<file path="config.mk">
export PLATFORM = sky130hd
export DESIGN_NAME = fpu_mul_arbiter_flat
export DESIGN_NICKNAME = d
export VERILOG_FILES = /design/src/rtl/fpu_mul_arbiter_if.sv /design/src/rtl/fpu_mul_arbiter.sv /design/src/flat_wrapper.sv
export SDC_FILE = /design/constraint.sdc
export NUM_CORES = 1
export LEC_CHECK = 0
export CORE_ASPECT_RATIO = 1.25
export CORE_UTILIZATION = 40
export CTS_CLUSTER_DIAMETER = 150
export DETAILED_ROUTE_END_ITERATION = 16
export HOLD_SLACK_MARGIN = 0.08
export PLACE_DENSITY = 0.95
export SKIP_CTS_REPAIR_TIMING = 1
export SYNTH_ARGS = -nofsm -noshare
export SYNTH_HDL_FRONTEND = slang
export SYNTH_SLANG_ARGS = --single-unit
</file>
<file path="constraint.sdc">
create_clock -name clk -period 5.4 [get_ports clk]
set_clock_uncertainty 0.15 [all_clocks]
set_input_delay 0.54 -clock clk [delete_from_list [all_inputs] [get_ports clk]]
set_output_delay 0.54 -clock clk [all_outputs]
set_load 0.005 [all_outputs]
</file>
<file path="src/rtl/fpu_mul_arbiter_if.sv">
// Bundle of the two requester channels, the shared response channel and the multiplier port.
// Requests: reqN_ready pulses in the cycle reqN_valid/a/b are taken; responses pulse once with no backpressure.
interface fpu_mul_arbiter_if;
    logic        req0_valid;
    logic [31:0] req0_a;
    logic [31:0] req0_b;
    logic        req0_ready;
    logic        req1_valid;
    logic [31:0] req1_a;
    logic [31:0] req1_b;
    logic        req1_ready;
    logic        rsp0_valid;
    logic        rsp1_valid;
    logic [31:0] rsp_result;
    logic        rsp_err;
    logic        fpu_start;
    logic [31:0] fpu_n1;
    logic [31:0] fpu_n2;
    logic [31:0] fpu_result;
    logic        fpu_done;
    logic        fpu_busy;

    modport slave (
        input  req0_valid, req0_a, req0_b, req1_valid, req1_a, req1_b,
        input  fpu_result, fpu_done, fpu_busy,
        output req0_ready, req1_ready, rsp0_valid, rsp1_valid, rsp_result, rsp_err,
        output fpu_start, fpu_n1, fpu_n2
    );

    modport master (
        output req0_valid, req0_a, req0_b, req1_valid, req1_a, req1_b,
        output fpu_result, fpu_done, fpu_busy,
        input  req0_ready, req1_ready, rsp0_valid, rsp1_valid, rsp_result, rsp_err,
        input  fpu_start, fpu_n1, fpu_n2
    );
endinterface

</file>
<file path="src/rtl/fpu_mul_arbiter.sv">
// Round-robin arbiter sharing one multiplier between two requesters, one operation in flight.
// Defining FPU_ARB_TIMEOUT_EN adds an ISSUE-phase timeout that answers with a quiet NaN and rsp_err.
module fpu_mul_arbiter #(
    parameter int TIMEOUT_CYCLES = 16
) (
    input  logic                    clk,
    input  logic                    rst_n,
    fpu_mul_arbiter_if.slave        bus,
    output logic [1:0]              o_dbg_state
);

    typedef enum logic [1:0] {
        IDLE    = 2'd0,
        ISSUE   = 2'd1,
        RELEASE = 2'd2,
        RESP    = 2'd3
    } state_t;

    state_t      r_state;
    state_t      w_next_state;
    logic        r_last;
    logic        r_owner;
    logic        r_armed;
    logic [31:0] r_n1;
    logic [31:0] r_n2;
    logic [31:0] r_result;
    logic        w_any;
    logic        w_grant;
    logic        w_grant_id;
    logic        w_capture;

`ifdef FPU_ARB_TIMEOUT_EN
    localparam int CW = $clog2(TIMEOUT_CYCLES + 1);
    localparam logic [CW-1:0] CNT_LAST = CW'(TIMEOUT_CYCLES - 1);
    localparam logic [31:0] QNAN = 32'h7FC00000;
    logic [CW-1:0] r_cnt;
    logic          r_err;
    logic          w_timeout;
`endif

    // On a tie the requester that did not win last time gets the grant.
    always_comb begin
        w_any = bus.req0_valid | bus.req1_valid;
        if (bus.req0_valid && bus.req1_valid) begin
            w_grant_id = ~r_last;
        end else begin
            w_grant_id = bus.req1_valid;
        end
    end

    always_comb begin
        w_next_state = r_state;
        w_grant      = 1'b0;
        w_capture    = 1'b0;
`ifdef FPU_ARB_TIMEOUT_EN
        w_timeout    = 1'b0;
`endif
        case (r_state)
            IDLE: begin
                if (r_armed && w_any) begin
                    w_grant      = 1'b1;
                    w_next_state = ISSUE;
                end
            end
            ISSUE: begin
                if (bus.fpu_done) begin
                    w_capture    = 1'b1;
                    w_next_state = RELEASE;
                end
`ifdef FPU_ARB_TIMEOUT_EN
                else if (r_cnt == CNT_LAST) begin
                    w_timeout    = 1'b1;
                    w_next_state = RELEASE;
                end
`endif
            end
            RELEASE: begin
                if (!bus.fpu_done) begin
                    w_next_state = RESP;
                end
            end
            RESP: begin
                w_next_state = IDLE;
            end
            default: begin
                w_next_state = IDLE;
            end
        endcase
    end

    always_ff @(posedge clk or negedge rst_n) begin
        if (!rst_n) begin
            r_state <= IDLE;
        end else begin
            r_state <= w_next_state;
        end
    end

    // r_armed blocks grants after reset until the multiplier is seen idle.
    always_ff @(posedge clk or negedge rst_n) begin
        if (!rst_n) begin
            r_last   <= 1'b1;
            r_owner  <= 1'b0;
            r_armed  <= 1'b0;
            r_n1     <= 32'd0;
            r_n2     <= 32'd0;
            r_result <= 32'd0;
        end else begin
            if (r_state == IDLE && !bus.fpu_done) begin
                r_armed <= 1'b1;
            end
            if (w_grant) begin
                r_last  <= w_grant_id;
                r_owner <= w_grant_id;
                r_n1    <= w_grant_id ? bus.req1_a : bus.req0_a;
                r_n2    <= w_grant_id ? bus.req1_b : bus.req0_b;
            end
            if (w_capture) begin
                r_result <= bus.fpu_result;
            end
`ifdef FPU_ARB_TIMEOUT_EN
            else if (w_timeout) begin
                r_result <= QNAN;
            end
`endif
        end
    end

`ifdef FPU_ARB_TIMEOUT_EN
    always_ff @(posedge clk or negedge rst_n) begin
        if (!rst_n) begin
            r_cnt <= '0;
            r_err <= 1'b0;
        end else begin
            if (w_grant) begin
                r_cnt <= '0;
            end else if (r_state == ISSUE) begin
                r_cnt <= r_cnt + CW'(1);
            end
            if (w_grant || w_capture) begin
                r_err <= 1'b0;
            end else if (w_timeout) begin
                r_err <= 1'b1;
            end
        end
    end

    logic w_unused;
    assign w_unused    = bus.fpu_busy;
    assign bus.rsp_err = (r_state == RESP) & r_err;
`else
    logic w_unused;
    assign w_unused    = bus.fpu_busy ^ (TIMEOUT_CYCLES > 0);
    assign bus.rsp_err = 1'b0;
`endif

    assign bus.req0_ready = w_grant & ~w_grant_id;
    assign bus.req1_ready = w_grant & w_grant_id;
    assign bus.rsp0_valid = (r_state == RESP) & ~r_owner;
    assign bus.rsp1_valid = (r_state == RESP) & r_owner;
    assign bus.rsp_result = r_result;
    assign bus.fpu_start  = (r_state == ISSUE);
    assign bus.fpu_n1     = r_n1;
    assign bus.fpu_n2     = r_n2;
    assign o_dbg_state    = r_state;

endmodule

</file>
<file path="src/flat_wrapper.sv">
// flat-port wrapper written by rule: the top's interface ports become plain ports
module fpu_mul_arbiter_flat 
#(
    parameter int TIMEOUT_CYCLES = 16
)
  (clk, rst_n, o_dbg_state, bus_req0_valid, bus_req0_a, bus_req0_b, bus_req1_valid, bus_req1_a, bus_req1_b, bus_fpu_result, bus_fpu_done, bus_fpu_busy, bus_req0_ready, bus_req1_ready, bus_rsp0_valid, bus_rsp1_valid, bus_rsp_result, bus_rsp_err, bus_fpu_start, bus_fpu_n1, bus_fpu_n2);
  fpu_mul_arbiter_if bus_i ();
  input  logic clk;
  input  logic rst_n;
  output logic [1:0] o_dbg_state;
  input wire logic [$bits(bus_i.req0_valid)-1:0] bus_req0_valid;
  input wire logic [$bits(bus_i.req0_a)-1:0] bus_req0_a;
  input wire logic [$bits(bus_i.req0_b)-1:0] bus_req0_b;
  input wire logic [$bits(bus_i.req1_valid)-1:0] bus_req1_valid;
  input wire logic [$bits(bus_i.req1_a)-1:0] bus_req1_a;
  input wire logic [$bits(bus_i.req1_b)-1:0] bus_req1_b;
  input wire logic [$bits(bus_i.fpu_result)-1:0] bus_fpu_result;
  input wire logic [$bits(bus_i.fpu_done)-1:0] bus_fpu_done;
  input wire logic [$bits(bus_i.fpu_busy)-1:0] bus_fpu_busy;
  output wire logic [$bits(bus_i.req0_ready)-1:0] bus_req0_ready;
  output wire logic [$bits(bus_i.req1_ready)-1:0] bus_req1_ready;
  output wire logic [$bits(bus_i.rsp0_valid)-1:0] bus_rsp0_valid;
  output wire logic [$bits(bus_i.rsp1_valid)-1:0] bus_rsp1_valid;
  output wire logic [$bits(bus_i.rsp_result)-1:0] bus_rsp_result;
  output wire logic [$bits(bus_i.rsp_err)-1:0] bus_rsp_err;
  output wire logic [$bits(bus_i.fpu_start)-1:0] bus_fpu_start;
  output wire logic [$bits(bus_i.fpu_n1)-1:0] bus_fpu_n1;
  output wire logic [$bits(bus_i.fpu_n2)-1:0] bus_fpu_n2;
  assign bus_i.req0_valid = bus_req0_valid;
  assign bus_i.req0_a = bus_req0_a;
  assign bus_i.req0_b = bus_req0_b;
  assign bus_i.req1_valid = bus_req1_valid;
  assign bus_i.req1_a = bus_req1_a;
  assign bus_i.req1_b = bus_req1_b;
  assign bus_i.fpu_result = bus_fpu_result;
  assign bus_i.fpu_done = bus_fpu_done;
  assign bus_i.fpu_busy = bus_fpu_busy;
  assign bus_req0_ready = bus_i.req0_ready;
  assign bus_req1_ready = bus_i.req1_ready;
  assign bus_rsp0_valid = bus_i.rsp0_valid;
  assign bus_rsp1_valid = bus_i.rsp1_valid;
  assign bus_rsp_result = bus_i.rsp_result;
  assign bus_rsp_err = bus_i.rsp_err;
  assign bus_fpu_start = bus_i.fpu_start;
  assign bus_fpu_n1 = bus_i.fpu_n1;
  assign bus_fpu_n2 = bus_i.fpu_n2;
  fpu_mul_arbiter #(.TIMEOUT_CYCLES(TIMEOUT_CYCLES)) u_core (.clk(clk), .rst_n(rst_n), .bus(bus_i), .o_dbg_state(o_dbg_state));
endmodule
</file>
-- Word level (Yosys, flattened, before mapping)
Index checks and enable logic that the tools add are counted.
- reductions and logical operators: 6
- bitwise operators: 8
- mux-type cells: 11
- equal/unequal tests: 6
- operators by type and width (operator ; number):
    $mux 32 ; 2
    $pmux 2 s4 ; 1
    $mux 2 ; 3
    $mux 1 ; 5
    $and 1x1->1 ; 4
    $eq 2x2->1 const B ; 2
    $ne 2x2->1 const B ; 2
    $logic_and 1x1->1 ; 3
    $not 1->1 ; 3
    $reduce_and 3->1 ; 1
    $eq 2x1->1 const B ; 1
    $logic_not 2->1 ; 1
    $ne 2x1->1 const B ; 1
    $logic_not 1->1 ; 1
    $or 1x1->1 ; 1
- word-level logic and storage cells: 38
- output and inout bits: 104
- flip-flop bits (word level): 101
- input port bits: 166

-- Depth between registers and ports, before layout
- word-level depth: 5
- gate-level depth with buffers: 7
- depth with buffers taken out: 5

-- Worst setup path before layout
OpenSTA, ideal clock, no wires.
- path kind: flip-flop to output port
- start point: register u_core.r_state[0], in the netlist u_core.o_dbg_state[0]
- end point: output port bus_req0_ready
- cell stages (with the launch flop): 6
- slack: 3.521 ns
- arrival: 1.189 ns
- required time: 4.710 ns
- path buffers: 1
- cells stage by stage: dfrtp_1 -> inv_1 -> ha_1 -> nand3_1 -> a21oi_2 -> buf_2
- longest elaborated chain between the ends: 3
- RTL lines (element ; line ; text):
    from (decl) ; fpu_mul_arbiter.sv:19 ; state_t r_state;
    from (signal assigned) ; fpu_mul_arbiter.sv:95 ; r_state <= w_next_state;
    $logic_not 2->1 ; fpu_mul_arbiter.sv:58 ; case (r_state)
    $mux 1 ; fpu_mul_arbiter.sv:58 ;
    $and 1x1->1 ; fpu_mul_arbiter.sv:157 ; assign bus.req0_ready = w_grant & ~w_grant_id;
    to (decl) ; flat_wrapper.sv:20 ; output wire logic [$bits(bus_i.req0_ready)-1:0] bus_req0_ready;
Every way passes these cells.

-- Final worst setup path
- start point: register u_core.r_state[1], in the netlist u_core.o_dbg_state[1]
- end point: output port bus_req1_ready
- longest elaborated chain between the ends: 3
- RTL lines (element ; line ; text):
    $logic_not 2->1 ; fpu_mul_arbiter.sv:58 ;
    $mux 1 ; fpu_mul_arbiter.sv:58 ;
    $and 1x1->1 ; fpu_mul_arbiter.sv:158 ; assign bus.req1_ready = w_grant & w_grant_id;
    to (decl) ; flat_wrapper.sv:21 ; output wire logic [$bits(bus_i.req1_ready)-1:0] bus_req1_ready;
Every way passes these cells.

==> impl_metrics.csv <==
group,metric,value,unit
setup_path,path_buf_inv,3,
floorplanning,die_h,118,um
synthesis,synth_area,0.00428,sq mm
global_route,grt_pass1_wl,20.0,mm
place,port_buffers,267,
final_layout,final_cell_mix,"clkdlybuf4s50_1 (266), dfrtp_1 (100), a221o_1 (64)",
setup_path,path_class,"reg2out",
drt,viasPerCell,5.27,
setup_path,start_kind,"register",
drt,drc,0,
synthesis,netlist.area_leader.share,58.4,%
setup_path,cp_slowest_cell,"clkdlybuf4s50_1",
timing,tightest_slew,0.731,ns
setup_path,crit_family,"buffers and inverters",
timing,period_needed,3.36,ns
final_layout,areaGrowthSynthToFinish,71.2,%
timing,rsz0062_at_grt,"false",
synthesis,ys_types,24,
timing,fmax,298,MHz
floorplanning,die_w,94.5,um
run,drv_cap,0,
global_route,grt_usage,23.7,%
drt,wirelength,13.2,mm
drt,dr.pass1.iters,4,
synthesis,syn_inst,312,
synthesis,yosysWarningCount,0,
clock_tree,cts_buffers,9,
synthesis,synth_seq_cells,101,
clock_tree,cts_root_buffer,"clkbuf_16",
setup_path,cp-end-kind,"output pin",
global_route,grt_pass1_vias,3925,
drt,num_vias,3715,
synthesis,synthTopCellsByArea,"dfrtp_1 (58%), a221o_1 (15%), and2_0 (8.8%)",
final_layout,fin_nets,741,
place,hpwl,9.86,mm
final_layout,drive_gt1_share,10.4,%
timing,finalSetupTns,0,ns
place,gp_congestion,0.776,
floorplanning,io_pins,270,
final_layout,final_common_cell,"clkdlybuf4s50_1",
setup_path,crit_chain,"inv_1 > ha_1 > nand3_1 > a21oi_4 > buf_4 > clkdlybuf4s50_1",
timing,hold_viol_final,0,
power_and_ir_drop,p_leak,3.02,nW
outcome,status,"finished clean",
global_route,overflow,0,
clock_tree,clk_pin_slew,0.07,ns
drt,drt-initial-drc-count,144,
final_layout,utilization,71.5,%
floorplanning,start_util,41.7,%
timing,setup_viol,0,
final_layout,diodes,0,
synthesis,synth.avg_cell_area,13.7,sq um
clock_tree,clk_path_buf_depth,2,
drt,wl_per_cell,18.7,um
clock_tree,htree_levels,3,
clock_tree,cts.sinks,101,
min_path,hold_class,"reg2reg",
synthesis,synth-seq-area-share,59.1,%
global_route,grt_max_degree,67,
setup_path,crit_required,4.71,ns
power_and_ir_drop,p_per_area,518,mW/mm^2
floorplanning,dieArea,0.0111,sq mm
timing,relSlewSlack,51.3,%
drt,ant_nets,0,
power_and_ir_drop,vdd_drop_max,265,uV
timing,slew_viol_final,0,
setup_path,critical-path-max-stage-delay,0.63,ns
clock_tree,clk_latency,0.33,ns
synthesis,synthesis.nets,482,
floorplanning,num_rows,41,
clock_tree,cts_tree,"yes",
synthesis,yosysTopAreaCell,"dfrtp_1",
setup_path,worstPathArrival,2.67,ns
timing,fin_crit_sh,62.2,%
setup_path,critPathMaxFanout,65,
floorplanning,core,0.0103,sq mm
global_route,antenna_found_initial,0,
## power breakdown
| part | switching, W | leakage [nW] | internal [W] |
|---|---|---|---|
| Combinational | 0.000640 | 1.64 | 0.00117 |
| Clock | 0.000273 | 0.152 | 0.000385 |
| Sequential | 0.000198 | 1.23 | 0.00113 |
| Total | 0.00111 | 3.02 | 0.00269 |
## layout make-up
type / count / area [sq um]
clock buffers: 11 / 253
flip-flops and latches: 101 / 2530
fillers: 679 / 2930
clock inverters: 5 / 56.3
multi-input cells: 181 / 1600
well taps: 129 / 161
repair buffers: 273 / 2720
inverters: 5 / 18.8
## through the flow
step,setup WS (ns),std cells,cell area [sq um],hold WS [ns],power [W]
global route,1.87,705,7330,0.374,0.00402
detailed placement,2.04,688,7010,0.342,0.00315
finish,2.04,705,7330,0.355,0.00380
CTS,2.01,704,7320,0.0492,0.00383
floorplan,3.52,312,4280,0.0944,0.00210
global placement,2.07,688,7010,0.336,0.00305
## synthesized netlist by cell type (all sizes together)
library cell  number
and2              65
nor2b              2
mux2              33
o32a               1
a221oi             1
a21oi              4
nand3              2
conb               1
nand2              1
dfrtp            100
a21o               1
a221o             64
dfstp              1
o211ai             1
o21ai              1
ha                 4
clkbuf             4
buf               21
inv                5
## routing by layer
metal / global-route usage, % / vias to the layer above / wire [um] / part of all wire, %
met5: 0 / - / 0 / 0
met4: 9.75 / 0 / 421 / 3.2
met3: 6.59 / 32 / 1170 / 8.9
met2: 42.0 / 213 / 6880 / 52
met1: 26.0 / 1795 / 4740 / 36
li1: - / 1675 / - / -
## registers in the layout (all words and copies together) (netlist names)
name and cells:
u_core.r_last 1, u_core.bus.fpu_n2 32, u_core.bus.rsp_result 32, u_core.r_owner 1, u_core.o_dbg_state 2, u_core.r_armed 1
u_core.bus.fpu_n1 32
## final timing paths
path                                                 from                   endpoint  slack, ns  cells past startpoint
worst max register to register      u_core.o_dbg_state[1]      u_core.bus.fpu_n1[26]       3.11                      6
worst min register to register  u_core.bus.rsp_result[12]  u_core.bus.rsp_result[12]       0.36                      1
worst min-delay path            u_core.bus.rsp_result[12]  u_core.bus.rsp_result[12]       0.36                      1
max in group asynchronous                           rst_n       u_core.bus.fpu_n2[5]       3.36                      3
worst max-delay path                u_core.o_dbg_state[1]             bus_req1_ready       2.04                      6
min in group asynchronous                           rst_n   u_core.bus.rsp_result[3]       0.59                      2
## cells by family (layout without fill, tap and decap cells)
logic type / after synthesis / in the layout / synth area share (%)
flops: 101 / 101 / 59.1
simple gates: 70 / 70 / 10.1
mux: 33 / 33 / 8.68
buf+inv: 30 / 294 / 4.32
other cells: 1 / 1 / 0.0876
fa+ha+maj: 4 / 4 / 1.17
compound gates: 73 / 73 / 16.5
No activity file was read; power rests on OpenSTA's default activity.
